**src/rtl/pipelined_shifter_if.sv**
```systemverilog
// pipelined_shifter_if: request/result handshake bundle for pipelined_shifter
//   request : in_valid/in_ready, operand_a (value), operand_b (amount), op (mode)
//   result  : out_valid/out_ready, shift_res, res_zero, illegal_op
//   master = producer/consumer side, slave = shifter side
interface pipelined_shifter_if #(
   parameter int WIDTH = 32
);
   logic             in_valid;
   logic             in_ready;
   logic [WIDTH-1:0] operand_a;
   logic [WIDTH-1:0] operand_b;
   logic [2:0]       op;
   logic             out_valid;
   logic             out_ready;
   logic [WIDTH-1:0] shift_res;
   logic             res_zero;
   logic             illegal_op;
   modport master (
      output in_valid, operand_a, operand_b, op, out_ready,
      input  in_ready, out_valid, shift_res, res_zero, illegal_op
   );
   modport slave (
      input  in_valid, operand_a, operand_b, op, out_ready,
      output in_ready, out_valid, shift_res, res_zero, illegal_op
   );
endinterface

```
**src/rtl/pipelined_shifter.sv**
```systemverilog
// pipelined_shifter: pipelined barrel shifter (SLL/SRL/SRA/ROL/ROR) with valid/ready flow control
//   clk   : rising-edge clock
//   rst_n : asynchronous active-low reset
//   bus   : slave side of pipelined_shifter_if (request in, result out)
module pipelined_shifter #(
   parameter int WIDTH = 32,
   parameter int SPLIT = 1
) (
   input logic                clk,
   input logic                rst_n,
   pipelined_shifter_if.slave bus
);
   localparam int SHW = $clog2(WIDTH);
   localparam int MID = SHW / 2;
   localparam int LO = SPLIT != 0 ? MID : 0;
   typedef logic [WIDTH-1:0] word_t;
   typedef logic [SHW-1:0] amt_t;
   function automatic word_t rev(input word_t x);
      word_t r;
      for (int i = 0; i < WIDTH; i++) r[i] = x[WIDTH-1-i];
      return r;
   endfunction
   // Right-shift ladder levels lo..hi-1; level j moves by 2^j and fills with zeros, the sign or the wrapped bits
   function automatic word_t ladder(input word_t x, input amt_t s, input logic rot, input logic sgn,
                                    input int lo, input int hi);
      word_t y;
      y = x;
      for (int j = 0; j < SHW; j++)
         if (j >= lo && j < hi && s[j])
            y = (y >> (1 << j)) | (rot ? y << (WIDTH - (1 << j)) : sgn ? ~({WIDTH{1'b1}} >> (1 << j)) : '0);
      return y;
   endfunction
   logic  ill, left, rot, sgn, unused_b;
   amt_t  amt;
   word_t src;
   // Left modes run through the right ladder on a bit-reversed operand; illegal ops pass through with amount 0
   always_comb begin
      ill = bus.op > 3'd4;
      left = bus.op == 3'd0 || bus.op == 3'd3;
      rot = bus.op == 3'd3 || bus.op == 3'd4;
      sgn = bus.op == 3'd2 && bus.operand_a[WIDTH-1];
      amt = ill ? '0 : bus.operand_b[SHW-1:0];
      src = left ? rev(bus.operand_a) : bus.operand_a;
   end
   assign unused_b = ^bus.operand_b[WIDTH-1:SHW];
   logic  out_v, take, res_zero_r, illegal_r;
   word_t res_r, fin_x, lad, fin_y;
   amt_t  fin_s;
   logic  fin_rot, fin_sgn, fin_left, fin_ill, fin_v;
   assign take = !out_v || bus.out_ready;
   generate
      if (SPLIT != 0) begin : g_split
         logic  v0, m_rot, m_sgn, m_left, m_ill;
         word_t m_x;
         amt_t  m_s;
         always_ff @(posedge clk or negedge rst_n)
            if (!rst_n) v0 <= 1'b0;
            else if (bus.in_ready) v0 <= bus.in_valid;
         always_ff @(posedge clk)
            if (bus.in_ready && bus.in_valid) begin
               m_x <= ladder(src, amt, rot, sgn, 0, MID);
               m_s <= amt;
               m_rot <= rot;
               m_sgn <= sgn;
               m_left <= left;
               m_ill <= ill;
            end
         assign bus.in_ready = !v0 || take;
         assign {fin_x, fin_s, fin_rot, fin_sgn, fin_left, fin_ill, fin_v} = {m_x, m_s, m_rot, m_sgn, m_left, m_ill, v0};
      end else begin : g_single
         assign bus.in_ready = take;
         assign {fin_x, fin_s, fin_rot, fin_sgn, fin_left, fin_ill, fin_v} = {src, amt, rot, sgn, left, ill, bus.in_valid};
      end
   endgenerate
   assign lad = ladder(fin_x, fin_s, fin_rot, fin_sgn, LO, SHW);
   assign fin_y = fin_left ? rev(lad) : lad;
   always_ff @(posedge clk or negedge rst_n)
      if (!rst_n) begin
         out_v <= 1'b0;
         res_r <= '0;
         res_zero_r <= 1'b0;
         illegal_r <= 1'b0;
      end else if (take) begin
         out_v <= fin_v;
         if (fin_v) begin
            res_r <= fin_y;
            res_zero_r <= fin_y == '0;
            illegal_r <= fin_ill;
         end
      end
   assign bus.out_valid = out_v;
   assign bus.shift_res = res_r;
   assign bus.res_zero = res_zero_r;
   assign bus.illegal_op = illegal_r;
endmodule

```
**src/flat_wrapper.sv**
```systemverilog
// flat-port wrapper written by rule: the top's interface ports become plain ports
module pipelined_shifter_flat 
#(
   parameter int WIDTH = 32,
   parameter int SPLIT = 1
)
  (clk, rst_n, bus_in_valid, bus_operand_a, bus_operand_b, bus_op, bus_out_ready, bus_in_ready, bus_out_valid, bus_shift_res, bus_res_zero, bus_illegal_op);
  pipelined_shifter_if #(.WIDTH(WIDTH)) bus_i ();
  input logic clk;
  input logic rst_n;
  input wire logic [$bits(bus_i.in_valid)-1:0] bus_in_valid;
  input wire logic [$bits(bus_i.operand_a)-1:0] bus_operand_a;
  input wire logic [$bits(bus_i.operand_b)-1:0] bus_operand_b;
  input wire logic [$bits(bus_i.op)-1:0] bus_op;
  input wire logic [$bits(bus_i.out_ready)-1:0] bus_out_ready;
  output wire logic [$bits(bus_i.in_ready)-1:0] bus_in_ready;
  output wire logic [$bits(bus_i.out_valid)-1:0] bus_out_valid;
  output wire logic [$bits(bus_i.shift_res)-1:0] bus_shift_res;
  output wire logic [$bits(bus_i.res_zero)-1:0] bus_res_zero;
  output wire logic [$bits(bus_i.illegal_op)-1:0] bus_illegal_op;
  assign bus_i.in_valid = bus_in_valid;
  assign bus_i.operand_a = bus_operand_a;
  assign bus_i.operand_b = bus_operand_b;
  assign bus_i.op = bus_op;
  assign bus_i.out_ready = bus_out_ready;
  assign bus_in_ready = bus_i.in_ready;
  assign bus_out_valid = bus_i.out_valid;
  assign bus_shift_res = bus_i.shift_res;
  assign bus_res_zero = bus_i.res_zero;
  assign bus_illegal_op = bus_i.illegal_op;
  pipelined_shifter #(.WIDTH(WIDTH), .SPLIT(SPLIT)) u_core (.clk(clk), .rst_n(rst_n), .bus(bus_i));
endmodule
```
**config.mk**
```make
export PLATFORM = sky130hd
export DESIGN_NAME = pipelined_shifter_flat
export DESIGN_NICKNAME = d
export VERILOG_FILES = /design/src/rtl/pipelined_shifter_if.sv /design/src/rtl/pipelined_shifter.sv /design/src/flat_wrapper.sv
export SDC_FILE = /design/constraint.sdc
export NUM_CORES = 1
export LEC_CHECK = 0
export BUFFER_PORTS_ARGS = -buffer_cell sky130_fd_sc_hd__buf_2
export CAP_MARGIN = 30
export CORE_MARGIN = 2
export CORE_UTILIZATION = 57
export CTS_CLUSTER_DIAMETER = 30
export CTS_CLUSTER_SIZE = 25
export DETAILED_ROUTE_END_ITERATION = 10
export GPL_ROUTABILITY_DRIVEN = 1
export HOLD_SLACK_MARGIN = 0.02
export PLACE_DENSITY = 0.91
export SLEW_MARGIN = 0
export SYNTH_ARGS = -nofsm -noshare
export SYNTH_HDL_FRONTEND = slang
export SYNTH_SLANG_ARGS = --single-unit
export TNS_END_PERCENT = 30
```
**constraint.sdc**
```tcl
create_clock -name clk -period 3.31 [get_ports clk]
set_clock_uncertainty 0.1 [all_clocks]
set_input_delay 0.331 -clock clk [delete_from_list [all_inputs] [get_ports clk]]
set_output_delay 0.331 -clock clk [all_outputs]
set_load 0.05 [all_outputs]
```
==> impl_metrics.toml <==
[clock_network]
holdBufCountCts = 1
path_clk_slew_ns = 0.08
htreeDepth = 3
clock_sinks = 75
cts_resized = 0
root_buffer = "clkbuf_8"
cts_buffer_depth = 2
clk_latency_ns = 0.36
cts_buffers = 9
cts_setup_buffers = 0
cts_tree = "built"

[cells_and_area]
layout_common_cells = "nor2_1, buf_2, mux4_2, nand2_1, o21ai_0"
stdcell_count = 778
design_area_sq_mm = 0.00653
layout-drive-gt1-share_pct = 31.8
nNetsFinal = 711
syn_to_final_growth_pct = 12.6
diodes = 0
final_common_cell = "nor2_1"

[floorplan]
fp-row-count = 36
start_util_pct = 59.1
die_h_um = 105
core_sq_mm = 0.00982
dieArea_sq_mm = 0.0110
ioPinCount = 107
die_x_um = 105

[detailed_routing]
first_pass_iters = 6
vias = 4868
route.detailed.drc = 0
postRouteAntennaNets = 0
drt_iter0_drc = 525
wl_um = 13800
vias_per_cell = 6.26
wire_per_inst_um = 17.7

[sta]
period_share_pct = 90.3
tightestPinTransition_ns = 0.992
fin_ws_ns = 0.320
finalSetupViolations = 0
slew_headroom_pct = 33.9
min_period_ns = 2.99
slew_violations = 0
finalSetupTns_ns = 0
grt_setup_unrepaired = "no"
hold_violations = 0
timing.fmax_mhz = 334

[synth]
ys_seq_elements = 75
syn_nets = 645
yosysUniqueCellTypes = 51
yosysWarnings = 0
synth-compound-area-share_pct = 12.2
synth-xor-area-share_pct = 0.151
synthFlopType = "edfxtp_1"
postSynthAreaPerCell_sq_um = 10.1
syn_inst = 574
synth_top_family_by_area = "multiplexers"
yosys.area_share.adder_pct = 0
yosys.area.top_type_share_pct = 22.5
async_flop_share_pct = 48.0
muxShareOfSynthArea_pct = 31.7
yosysSeqAreaShare_pct = 35.7
yosysTopAreaCell = "mux4_2"
netlist_area_sq_mm = 0.00580
synth_area_leaders = "mux4_2, edfxtp_1, dfrtp_1"
synth-edff-count = 39
synthSimpleGateAreaFrac_pct = 16.4

[worst_setup_path]
startpoint_type = "flop"
timing.critical_path.slowest_cell_delay_ns = 0.73
critical_path.cell_chain = "buf_4, mux4_2, mux2_2, o32ai_1, a31oi_1, or3_1, o41ai_2"
critPathBufInv = 1
end_kind = "flop"
critical_path_required_ns = 3.47
crit_family = "multiplexers"
critical-path-slowest-cell = "edfxtp_1"
worstSetupPathType = "flop to flop"
critPathMaxFanout = 11
cp.arrival_ns = 3.15

[min_path]
hold_class = "primary input to flop"

[power_and_ir_drop]
p_comb_share_pct = 41.6
cellPowerDensity_mw_per_mm2 = 491
clockPowerShare_pct = 19.1
p_switching_uw = 1320
p_seq_share_pct = 39.4
p_sw_share_pct = 41.1
p_int_uw = 1890
ir_drop_uv = 323
p_leak_uw = 0.00262

[outcome]
status = "finished, final reports clean"

[grt]
grt_pass1_wl_um = 23100
track_usage_pct = 26.3
antenna_found_initial = 0
grt_pass1_vias = 4600
grt_overflow = 0
grt_max_degree = 60

[placed_design]
dp_hpwl_um = 10700
placed_cell_area_sq_mm = 0.00635
dpl.cell_count = 761
io_buffers = 79
gp_congestion = 0.938
pre_cts_ws_ns = 0.331

[run]
max-cap-violations = 0
[layer usage]
layer  wire, um  up-vias  global-route usage (%)  part of all wire [%]
met3        832       30                    3.49                   6.0
met1       5730     2328                    35.0                    41
met5          0        -                       0                     0
met2       6890      238                    44.4                    50
met4        346        0                    9.24                   2.5
li1           -     2272                       -                     -
[cell usage after synthesis, drive strengths merged (6+ instances only)]
| master | number |
|---|---|
| mux4 | 58 |
| o2bb2ai | 6 |
| o21ai | 43 |
| nand2 | 53 |
| edfxtp | 39 |
| dfrtp | 36 |
| mux2i | 26 |
| nor2 | 132 |
| a21oi | 30 |
| mux2 | 24 |
| inv | 6 |
| clkbuf | 28 |
| and2 | 10 |
| a211oi | 7 |
| buf | 18 |
[power groups by stage]
stage	clock (uW)	sequential [uW]	combinational, uW
after global placement	0	1270	1290
final	611	1260	1330
after detailed placement	0	1280	1320
after CTS	618	1260	1330
after global routing	664	1290	1430
after floorplan	0	1600	653
[logic make-up after synthesis]
| family | count (synthesis) |
|---|---|
| muxes | 108 |
| xor gates and xnor gates | 1 |
| DFF | 75 |
| AOI/OAI and AO/OA | 114 |
| and+or+nand+nor | 224 |
| buffers and inverters | 52 |
[cell type report]
| class | count | area [sq um] |
|---|---|---|
| Clock buffer | 9 | 124 |
| Clock inverter | 7 | 45.0 |
| Fill cell | 804 | 3290 |
| Tap cell | 133 | 166 |
| Timing Repair Buffer | 101 | 588 |
| Sequential cell | 75 | 2070 |
| Inverter | 6 | 22.5 |
| Multi-Input combinational cell | 447 | 3510 |
[sequential cells by signal, summed over array words and instances (netlist names)]
| register | count |
|---|---|
| u_core.fin_ill | 1 |
| u_core.fin_sgn | 1 |
| u_core.bus.out_valid | 1 |
| u_core.fin_left | 1 |
| u_core.fin_rot | 1 |
| u_core.bus.res_zero | 1 |
| u_core.bus.illegal_op | 1 |
| u_core.fin_s | 3 |
| u_core.bus.shift_res | 32 |
| u_core.fin_v | 1 |
| u_core.fin_x | 32 |
[metrics by stage]
step	utilization, %	hold WS (ns)	total power [uW]
floorplan	-	-0.0646	2250
global placement	64.7	0.328	2560
detailed placement	64.7	0.343	2610
CTS	66.5	0.0654	3210
global route	66.5	0.0750	3380
finish	66.5	0.0639	3200
[final timing paths]
check                                               startpoint                              endpoint  slack (ns)  cells past startpoint
setup reg to reg                 u_core.fin_s[2]$_SDFFCE_PP0P_       u_core.bus.res_zero$_DFFE_PN0P_        0.32                      7
min in group asynchronous                                rst_n  u_core.bus.shift_res[10]$_DFFE_PN0P_        0.47                      2
hold / removal                                    bus_in_valid              u_core.fin_v$_DFFE_PN0N_        0.06                      2
max in group asynchronous                                rst_n   u_core.bus.shift_res[5]$_DFFE_PN0P_        2.16                      2
hold reg to reg            u_core.bus.shift_res[3]$_DFFE_PN0P_   u_core.bus.shift_res[3]$_DFFE_PN0P_        0.37                      1
setup / recovery                 u_core.fin_s[2]$_SDFFCE_PP0P_       u_core.bus.res_zero$_DFFE_PN0P_        0.32                      7
No activity file was read; power rests on OpenSTA's default activity.
